File: src/rtl/fccc_lock_supervisor_pkg.sv
// Shared types and helpers for the fabric CCC lock supervisor.
package fccc_sup_pkg;

  typedef enum logic [2:0] {
    ST_PLL_RST    = 3'd0,
    ST_WAIT_LOCK  = 3'd1,
    ST_STABLE     = 3'd2,
    ST_RUN        = 3'd3,
    ST_FAULT      = 3'd4,
    ST_CFG_SETUP  = 3'd5,
    ST_CFG_ACCESS = 3'd6
  } state_t;

  // Width of the shared sequencing counter: enough to hold the largest cycle parameter.
  function automatic int unsigned cnt_width(input int unsigned a,
                                            input int unsigned b,
                                            input int unsigned c);
    int unsigned m;
    m = a;
    if (b > m) m = b;
    if (c > m) m = c;
    return $clog2(m + 1);
  endfunction

endpackage

File: src/rtl/fccc_lock_supervisor_sync.sv
// Two-flop synchroniser for asynchronous status pins (PLL LOCK and similar).
module fccc_lock_sync #(
  parameter int unsigned WIDTH = 1
) (
  input  logic             clk,
  input  logic             rst,
  input  logic [WIDTH-1:0] async_in,
  output logic [WIDTH-1:0] sync_out
);

  logic [WIDTH-1:0] meta;

  // Two-stage capture; both stages clear on reset.
  always_ff @(posedge clk) begin
    if (rst) begin
      meta     <= '0;
      sync_out <= '0;
    end else begin
      meta     <= async_in;
      sync_out <= meta;
    end
  end

endmodule

File: src/rtl/fccc_lock_supervisor.sv
// Fabric CCC PLL lock supervisor: holds PLL reset, waits for LOCK, debounces it,
// then releases the fabric reset. Retries on timeout, faults after MAX_RETRIES.
// Optional APB reconfiguration path enabled by macro FCCC_APB_RECONFIG_EN.
module fccc_lock_supervisor
  import fccc_sup_pkg::*;
#(
  parameter int unsigned RST_HOLD_CYCLES = 64,
  parameter int unsigned LOCK_TIMEOUT    = 16384,
  parameter int unsigned STABLE_CYCLES   = 1024,
  parameter int unsigned MAX_RETRIES     = 3
) (
  input  logic       CLK,
  input  logic       RESET,
  input  logic       PLL_LOCK,
  input  logic       RELOCK_REQ,
`ifdef FCCC_APB_RECONFIG_EN
  input  logic       CFG_REQ,
  input  logic [5:0] CFG_ADDR,
  input  logic [7:0] CFG_DATA,
  output logic       CFG_ACK,
  input  logic       CCC_BUSY,
  output logic       PSEL,
  output logic       PENABLE,
  output logic       PWRITE,
  output logic [5:0] PADDR,
  output logic [7:0] PWDATA,
`endif
  output logic       PLL_ARST_N,
  output logic       PLL_POWERDOWN_N,
  output logic       FABRIC_RESET_N,
  output logic       LOCKED,
  output logic       LOCK_LOST,
  output logic       FAULT,
  output logic [3:0] RETRY_CNT
);

  localparam int unsigned CNT_W = cnt_width(RST_HOLD_CYCLES, LOCK_TIMEOUT, STABLE_CYCLES);
  localparam logic [CNT_W-1:0] HOLD_LAST    = CNT_W'(RST_HOLD_CYCLES - 1);
  localparam logic [CNT_W-1:0] TIMEOUT_LAST = CNT_W'(LOCK_TIMEOUT - 1);
  localparam logic [CNT_W-1:0] STABLE_LAST  = CNT_W'(STABLE_CYCLES - 1);
  localparam logic [3:0]       RETRY_MAX    = 4'(MAX_RETRIES);

  state_t           state, state_n;
  logic [CNT_W-1:0] cnt, cnt_n;
  logic [3:0]       retry_n;
  logic             lost_n;
  logic             lock_s;
  logic             cfg_active;

  fccc_lock_sync #(.WIDTH(1)) u_lock_sync (
    .clk      (CLK),
    .rst      (RESET),
    .async_in (PLL_LOCK),
    .sync_out (lock_s)
  );

`ifdef FCCC_APB_RECONFIG_EN
  logic cfg_take;
  logic cfg_ack_n;
  assign cfg_active = (state == ST_CFG_SETUP) || (state == ST_CFG_ACCESS);
`else
  assign cfg_active = 1'b0;
`endif

  // Next-state, counter and retry decisions; RELOCK_REQ outranks everything
  // except an APB access already in flight.
  always_comb begin
    state_n = state;
    cnt_n   = cnt;
    retry_n = RETRY_CNT;
    lost_n  = 1'b0;
`ifdef FCCC_APB_RECONFIG_EN
    cfg_take  = 1'b0;
    cfg_ack_n = 1'b0;
`endif
    if (RELOCK_REQ && !cfg_active) begin
      state_n = ST_PLL_RST;
      cnt_n   = '0;
      retry_n = '0;
    end
`ifdef FCCC_APB_RECONFIG_EN
    else if (CFG_REQ && (state == ST_RUN || state == ST_FAULT || state == ST_PLL_RST)) begin
      state_n  = ST_CFG_SETUP;
      cnt_n    = '0;
      cfg_take = 1'b1;
    end
`endif
    else begin
      case (state)
        ST_PLL_RST: begin
          if (cnt == HOLD_LAST) begin
            state_n = ST_WAIT_LOCK;
            cnt_n   = '0;
          end else begin
            cnt_n = cnt + 1'b1;
          end
        end
        ST_WAIT_LOCK: begin
          if (lock_s) begin
            state_n = ST_STABLE;
            cnt_n   = '0;
          end else if (cnt == TIMEOUT_LAST) begin
            cnt_n = '0;
            if (RETRY_CNT == RETRY_MAX) begin
              state_n = ST_FAULT;
            end else begin
              state_n = ST_PLL_RST;
              retry_n = RETRY_CNT + 4'd1;
            end
          end else begin
            cnt_n = cnt + 1'b1;
          end
        end
        ST_STABLE: begin
          if (!lock_s) begin
            state_n = ST_WAIT_LOCK;
            cnt_n   = '0;
          end else if (cnt == STABLE_LAST) begin
            state_n = ST_RUN;
            cnt_n   = '0;
            retry_n = '0;
          end else begin
            cnt_n = cnt + 1'b1;
          end
        end
        ST_RUN: begin
          if (!lock_s) begin
            state_n = ST_PLL_RST;
            cnt_n   = '0;
            lost_n  = 1'b1;
          end
        end
        ST_FAULT: begin
          cnt_n = '0;
        end
`ifdef FCCC_APB_RECONFIG_EN
        ST_CFG_SETUP: begin
          state_n = ST_CFG_ACCESS;
        end
        ST_CFG_ACCESS: begin
          if (!CCC_BUSY) begin
            state_n   = ST_PLL_RST;
            cnt_n     = '0;
            cfg_ack_n = 1'b1;
          end
        end
`endif
        default: begin
          state_n = ST_PLL_RST;
          cnt_n   = '0;
        end
      endcase
    end
  end

  // State register; every output is decoded from the next state so it is
  // registered and valid on the same edge the state changes.
  always_ff @(posedge CLK) begin
    if (RESET) begin
      state           <= ST_PLL_RST;
      cnt             <= '0;
      RETRY_CNT       <= '0;
      PLL_ARST_N      <= 1'b0;
      PLL_POWERDOWN_N <= 1'b1;
      FABRIC_RESET_N  <= 1'b0;
      LOCKED          <= 1'b0;
      LOCK_LOST       <= 1'b0;
      FAULT           <= 1'b0;
`ifdef FCCC_APB_RECONFIG_EN
      CFG_ACK <= 1'b0;
      PSEL    <= 1'b0;
      PENABLE <= 1'b0;
      PWRITE  <= 1'b0;
      PADDR   <= '0;
      PWDATA  <= '0;
`endif
    end else begin
      state           <= state_n;
      cnt             <= cnt_n;
      RETRY_CNT       <= retry_n;
      PLL_ARST_N      <= (state_n == ST_WAIT_LOCK) || (state_n == ST_STABLE) || (state_n == ST_RUN);
      PLL_POWERDOWN_N <= (state_n != ST_FAULT);
      FABRIC_RESET_N  <= (state_n == ST_RUN);
      LOCKED          <= (state_n == ST_RUN);
      LOCK_LOST       <= lost_n;
      FAULT           <= (state_n == ST_FAULT);
`ifdef FCCC_APB_RECONFIG_EN
      CFG_ACK <= cfg_ack_n;
      PSEL    <= (state_n == ST_CFG_SETUP) || (state_n == ST_CFG_ACCESS);
      PWRITE  <= (state_n == ST_CFG_SETUP) || (state_n == ST_CFG_ACCESS);
      PENABLE <= (state_n == ST_CFG_ACCESS);
      if (cfg_take) begin
        PADDR  <= CFG_ADDR;
        PWDATA <= CFG_DATA;
      end
`endif
    end
  end

endmodule

File: config.mk
export PLATFORM = sky130hd
export DESIGN_NAME = fccc_lock_supervisor
export DESIGN_NICKNAME = d
export VERILOG_FILES = /design/src/rtl/fccc_lock_supervisor_pkg.sv /design/src/rtl/fccc_lock_supervisor_sync.sv /design/src/rtl/fccc_lock_supervisor.sv
export SDC_FILE = /design/constraint.sdc
export NUM_CORES = 1
export LEC_CHECK = 0
export ABC_CLOCK_PERIOD_IN_PS = 2000
export CORE_MARGIN = 2
export CORE_UTILIZATION = 39
export CTS_BUF_LIST = sky130_fd_sc_hd__clkbuf_2 sky130_fd_sc_hd__clkbuf_4 sky130_fd_sc_hd__clkbuf_8
export CTS_CLUSTER_DIAMETER = 100
export DETAILED_ROUTE_END_ITERATION = 8
export HOLD_SLACK_MARGIN = 0.08
export PLACE_DENSITY = 0.68
export SLEW_MARGIN = 20
export SYNTH_ARGS = -nofsm -noshare
export SYNTH_HDL_FRONTEND = slang
export SYNTH_SLANG_ARGS = --single-unit
File: constraint.sdc
create_clock -name CLK -period 2 [get_ports CLK]
set_input_delay 0.3 -clock CLK [delete_from_list [all_inputs] [get_ports CLK]]
set_output_delay 0.3 -clock CLK [all_outputs]
set_load 0.01 [all_outputs]
==> impl_metrics.tcl, run 1 <==
set metrics [dict create \
    outcome "completed" \
    p_per_area_nw_per_um2 686 \
    report.final.slew_viol_count 0 \
    r2r-end "PLL_ARST_N$_SDFF_PP0_" \
    reg2reg_depth 6 \
    crit_path_end "PLL_ARST_N$_SDFF_PP0_" \
    synth_area_leaders "dfxtp_1, nor2_1, xor2_1, xnor2_1, nand2_1" \
    required_ns 2.26 \
    synth_nets 155 \
    layout.cells.non_filler 214 \
    tightest_slew_ns 0.540 \
    cp_data_arrival_time_ns 2.12 \
    synth_seq_cells 29 \
    antenna_cells 0 \
    grt.overflow.total 0 \
    syn_inst 149 \
    rsz0062_at_grt "false" \
    wl_per_cell_um 11.2 \
    num_vias 1088 \
    leakage_nw 0.580 \
    fp-row-count 21 \
    synth_edf_count 0 \
    grt_max_degree 16 \
    end_kind "register" \
    synth.distinct_cells 42 \
    track_usage 0.136 \
    boundaryPins 14 \
    critPathMaxFanout 4 \
    placed_area_um2 1540 \
    dpl.cell_count 206 \
    yosysWarnings 0 \
    drt_wl_total_um 2400 \
    post-synth-top-count-cell "dfxtp_1" \
    drc 0 \
    areaGrowthSynthToFinish_pct 20.7 \
    first_iter_violations 52 \
    htreeDepth 2 \
    die_w_um 62.9 \
    final_nets 173 \
    hold_violations 0 \
    fmax_mhz 538 \
    hold_class "reg -> reg" \
    ant_nets 0 \
    cts_sinks 29 \
    clk_pin_slew_ns 0.10 \
    vdd_drop_max_v 0.000422 \
    place.gp.congestion 0.772 \
    vias_per_cell 5.08 \
    synth.top_cells.by_count "dfxtp_1, nor2_1, nand2_1, xor2_1, xnor2_1" \
    timing.final.crit_share 0.930 \
    r2r-start "cnt[0]$_SDFFE_PP0P_" \
    met1_usage 0.160 \
    cp-startpoint "cnt[0]$_SDFFE_PP0P_" \
    firstDrtPassIters 4 \
    dpl.hpwl_um 1740 \
    reg2reg_slack_ns 0.14 \
    cts_buffers 5 \
    yosysSeqAreaShare 0.428 \
    crit_type "reg -> reg" \
    insertion_delay_ns 0.33 \
    port_buffers 13 \
    setup_tns_ns 0 \
    cts.path.max_buffers 2 \
    grt_pass1_wl_um 4250 \
    cts_tree "built" \
    yosys.area.top_type_share 0.428 \
    syn_avg_cell_area_um2 9.09 \
    initial_core_util 0.406 \
    fin_crit_ns 1.86 \
    synth-main-ff-cell "dfxtp_1" \
    use_met3 0.0541 \
    skew_ns 0.0126 \
    slew_headroom 0.637 \
    final_area_um2 1640 \
    postCtsHoldBufs 0 \
    synth_area_um2 1360 \
    drive_gt1_frac 0.125 \
    busiest_layer "met2" \
    met2_usage 0.214 \
    die_h_um 62.9 \
    cts_root_buf "clkbuf_4" \
    synth_top_area_cell "dfxtp_1" \
    antenna_found_initial 0 \
    setup.worst_path.start_class "register" \
    fp.coreArea_um2 3340 \
    postCtsSetupRepairBufs 0 \
    first_global_vias 1010 \
    cap_violations 0 \
    dieArea_um2 3960 \
    ys_async_sr_fraction 0 \
    setup_violations 0 \
]
critical path, stage by stage (launching register included):
cell      delay [ns]
dfxtp_1         0.37
ha_1            0.23
nand2b_1        0.15
or4b_1          0.52
a21boi_0        0.24
a311oi_2        0.10
a21oi_1         0.17
worst min-delay path by stage:
stage | start | endpoint | slack, ns | cells past startpoint
global route | u_lock_sync.meta$_SDFF_PP0_ | u_lock_sync.sync_out$_SDFF_PP0_ | 0.49 | 1
detailed placement | u_lock_sync.meta$_SDFF_PP0_ | u_lock_sync.sync_out$_SDFF_PP0_ | 0.43 | 1
global placement | u_lock_sync.meta$_SDFF_PP0_ | u_lock_sync.sync_out$_SDFF_PP0_ | 0.43 | 1
floorplan | RESET | u_lock_sync.meta$_SDFF_PP0_ | 0.37 | 1
finish | u_lock_sync.meta$_SDFF_PP0_ | u_lock_sync.sync_out$_SDFF_PP0_ | 0.45 | 1
CTS | u_lock_sync.meta$_SDFF_PP0_ | u_lock_sync.sync_out$_SDFF_PP0_ | 0.46 | 1
cell usage in the layout (no fill, tap or decap), drive strengths merged, types with 2 or more instances in the layout:
master          n
dfxtp          29
xnor2           6
buf             3
or2             2
mux2i           2
a31oi           3
clkdlybuf4s50  13
nor2b           4
and3            2
or4b            4
xor2            8
o21ai           6
clkbuf          7
inv             4
nor3            5
nand3           4
a21oi           6
ha              2
nand4           5
nor2           27
nor4            3
nand2          10
report_power, final:
part / total [mW] / internal, mW / switching, mW
combinational: 0.0293 / 0.0147 / 0.0146
clock: 0.508 / 0.312 / 0.196
sequential: 0.584 / 0.581 / 0.00333
total: 1.12 / 0.907 / 0.214
area by class of cell:
type,instances,area [um2]
Fill cell,331,1700
Multi-Input combinational cell,111,728
Sequential cell,29,581
Timing Repair Buffer,16,165
Clock buffer,7,58.8
Tap cell,46,57.6
Clock inverter,1,30.0
Inverter,4,15.0
repair_timing:
action	4_1_cts	5_1_grt
gates resized for setup	0	1
endpoints found under the hold margin	0	0
endpoints found under the setup margin	0	3
state kept, by name (all words and copies together) (netlist names):
register and cells:
LOCKED 1, RETRY_CNT 4, state 3, PLL_ARST_N 1, FAULT 1, u_lock_sync.sync_out 1
PLL_POWERDOWN_N 1, cnt 15, u_lock_sync.meta 1, LOCK_LOST 1
stage by stage:
stage,utilization,worst slack [ns],power [mW],hold slack [ns]
after floorplan,-,0.260,0.613,0.372
after global placement,0.462,0.205,0.626,0.434
after detailed placement,0.462,0.0780,0.627,0.429
after CTS,0.488,0.0911,1.14,0.459
after global routing,0.490,0.0144,1.17,0.488
final,0.490,0.140,1.12,0.451
kinds of logic (layout without fill, tap and decap cells):
family / count (synthesis) / count (layout) / synth area share
multiplexers: 2 / 2 / 0.0148
flip-flops: 29 / 29 / 0.428
AO/OA/AOI/OAI: 19 / 19 / 0.0923
adder cells (fa/ha/maj): 2 / 2 / 0.0185
buffers and inverters: 9 / 28 / 0.0388
XOR/XNOR: 14 / 14 / 0.0905
AND/OR/NAND/NOR: 74 / 74 / 0.317
metal layers:
layer | vias up | wire length, um
li1 | 561 | -
met1 | 501 | 1160
met2 | 17 | 1100
met3 | 9 | 92
met4 | 0 | 51
met5 | - | 0
Power figures use the tool's default switching activity.
==> run 2, diff against run 1 <==
--- a/config.mk
+++ b/config.mk
@@ -7,12 +7,12 @@
 export LEC_CHECK = 0
 export ABC_CLOCK_PERIOD_IN_PS = 2000
 export CORE_MARGIN = 2
-export CORE_UTILIZATION = 39
+export CORE_UTILIZATION = 35
 export CTS_BUF_LIST = sky130_fd_sc_hd__clkbuf_2 sky130_fd_sc_hd__clkbuf_4 sky130_fd_sc_hd__clkbuf_8
 export CTS_CLUSTER_DIAMETER = 100
 export DETAILED_ROUTE_END_ITERATION = 8
 export HOLD_SLACK_MARGIN = 0.08
-export PLACE_DENSITY = 0.68
+export PLACE_DENSITY = 0.59
 export SLEW_MARGIN = 20
 export SYNTH_ARGS = -nofsm -noshare
 export SYNTH_HDL_FRONTEND = slang
==> run 2 against run 1 <==
  * Sequential cell count did not move
  * Non-clock buffer count is 2 higher
  * Design area is 1.3% higher
  * Critical endpoint is now RETRY_CNT[1]$_SDFFE_PP0P_
  * Register-to-register slack worse by 0.02 ns
  * Sequential share of layout area is 0.46 points lower
  * Combinational power about the same
  * Critical path depth grew 1
  * First-iteration DRC count is 1.9% lower
  * Via count grew 0.55%
  * Cell count grew 1.4%
  * Clock power decreased by 4.3%
  * Clock-buffer cell count did not move
==> impl_metrics.tcl, run 2 (synthesized netlist as in run 1, its figures left out) <==
set metrics [dict create \
    outcome "completed" \
    die_h_um 66.2 \
    fp-row-count 22 \
    power_mw 1.10 \
    cpMaxStageDelayCell "dfxtp_1" \
    pwr-share-seq 0.531 \
    use_met3 0.0613 \
    timing.final.ws_setup_ns 0.118 \
    top_register "cnt" \
    antenna_cells 0 \
    hold_violations 0 \
    fin_util 0.449 \
    leakage_nw 0.587 \
    switching_share 0.199 \
    first_global_vias 1001 \
    report.final.slew_viol_count 0 \
    combinationalPowerShare 0.027 \
    fillers 371 \
    fmax_mhz 531 \
    layout_common_cells "dfxtp_1, nor2_1, clkdlybuf4s50_1" \
    cts_sinks 29 \
    critPathBufInv 1 \
    end_kind "register" \
    drt_wl_total_um 2610 \
    num_vias 1094 \
    final_nets 175 \
    fp.coreArea_um2 3690 \
    boundaryPins 14 \
    grt.overflow.total 0 \
    setup.worst_path.start_class "register" \
    track_usage 0.137 \
    switching_power_uw 219 \
    met2_usage 0.221 \
    grt_pass1_wl_um 4440 \
    cts_tree "built" \
    internal_power_uw 882 \
    hold_class "reg -> reg" \
    cp_cell_sequence "ha_2, nand2b_1, nor4_4, buf_4, nand2_2, or3b_1, a21oi_1" \
    initial_core_util 0.367 \
    die_w_um 66.2 \
    layout.cells.non_filler 217 \
    dpl.cell_count 208 \
    firstDrtPassIters 4 \
    setup_tns_ns 0 \
    met1_usage 0.154 \
    htreeDepth 2 \
    rsz0062_at_grt "false" \
    skew_ns 0.00182 \
    wl_per_cell_um 12.0 \
    clk_pin_slew_ns 0.06 \
    busiest_layer "met2" \
    drc 0 \
    vias_per_cell 5.04 \
    insertion_delay_ns 0.28 \
    reg.largest.list "cnt (15), RETRY_CNT (4), state (3)" \
    setup_violations 0 \
    crit_type "reg -> reg" \
    first_iter_violations 51 \
    timing.final.crit_share 0.941 \
    dp_slack_ns 0.0257 \
    cts_root_buf "clkbuf_8" \
    cts_buffers 5 \
    p_clk_frac 0.442 \
    critPathMaxFanout 6 \
    grt_max_degree 16 \
    critPathTopFamily "simple AND/OR/NAND/NOR gates" \
    areaGrowthSynthToFinish_pct 22.3 \
    placed_area_um2 1540 \
    vdd_drop_max_v 0.000283 \
    cts.path.max_buffers 2 \
    largest_reg_flops 15 \
    port_buffers 13 \
    whs_ns 0.460 \
    required_ns 2.21 \
    p_per_area_nw_per_um2 665 \
    dieArea_um2 4390 \
    fin_crit_ns 1.88 \
    place.gp.congestion 0.808 \
    cap_violations 0 \
    drive_gt1_frac 0.136 \
    ant_nets 0 \
    final_area_um2 1660 \
    slew_headroom 0.671 \
    layout_commonest_cell "dfxtp_1" \
    max_stage_delay_ns 0.37 \
    antenna_found_initial 0 \
    tightest_slew_ns 0.490 \
    dpl.hpwl_um 1890 \
    cp_data_arrival_time_ns 2.09 \
]
run 2: cell count changes in the layout (fill, tap and decap cells not counted), sizes merged:
cell	delta
buf	+2
bufinv	-1
run 2: layer usage:
metal	part of all wire	up-vias
met4	0.018	0
met1	0.45	507
met2	0.48	21
met3	0.050	6
li1	-	560
met5	0	-
run 2: worst paths after layout:
kind | slack (ns) | start | depth (start not counted) | to
worst max-delay path | 0.12 | cnt[0]$_SDFFE_PP0P_ | 7 | RETRY_CNT[1]$_SDFFE_PP0P_
worst min-delay path | 0.46 | u_lock_sync.meta$_SDFF_PP0_ | 1 | u_lock_sync.sync_out$_SDFF_PP0_
worst max register to register | 0.12 | cnt[0]$_SDFFE_PP0P_ | 7 | RETRY_CNT[1]$_SDFFE_PP0P_
worst min register to register | 0.46 | u_lock_sync.meta$_SDFF_PP0_ | 1 | u_lock_sync.sync_out$_SDFF_PP0_
run 2: power groups by stage:
stage | sequential [mW] | combinational, mW | clock (mW)
floorplan | 0.597 | 0.0157 | 0
global placement | 0.597 | 0.0292 | 0
detailed placement | 0.598 | 0.0296 | 0
CTS | 0.585 | 0.0300 | 0.506
global route | 0.585 | 0.0326 | 0.533
finish | 0.585 | 0.0294 | 0.486
run 2: final cells by class:
class                   count  area, um2  area share
inverters                   4       15.0     0.00906
flip-flops and latches     29        581       0.350
repair buffers             18        180       0.109
well taps                  48       60.1      0.0363
clock buffers               7       90.1      0.0544
multi-input cells         111        731       0.441
run 2: repair_timing:
| action | CTS | global route |
|---|---|---|
| setup buffers | 0 | 2 |
| hold endpoints to repair | 0 | 0 |
| hold buffers | 0 | 0 |
| resized for setup | 0 | 2 |
| setup endpoints to repair | 0 | 19 |
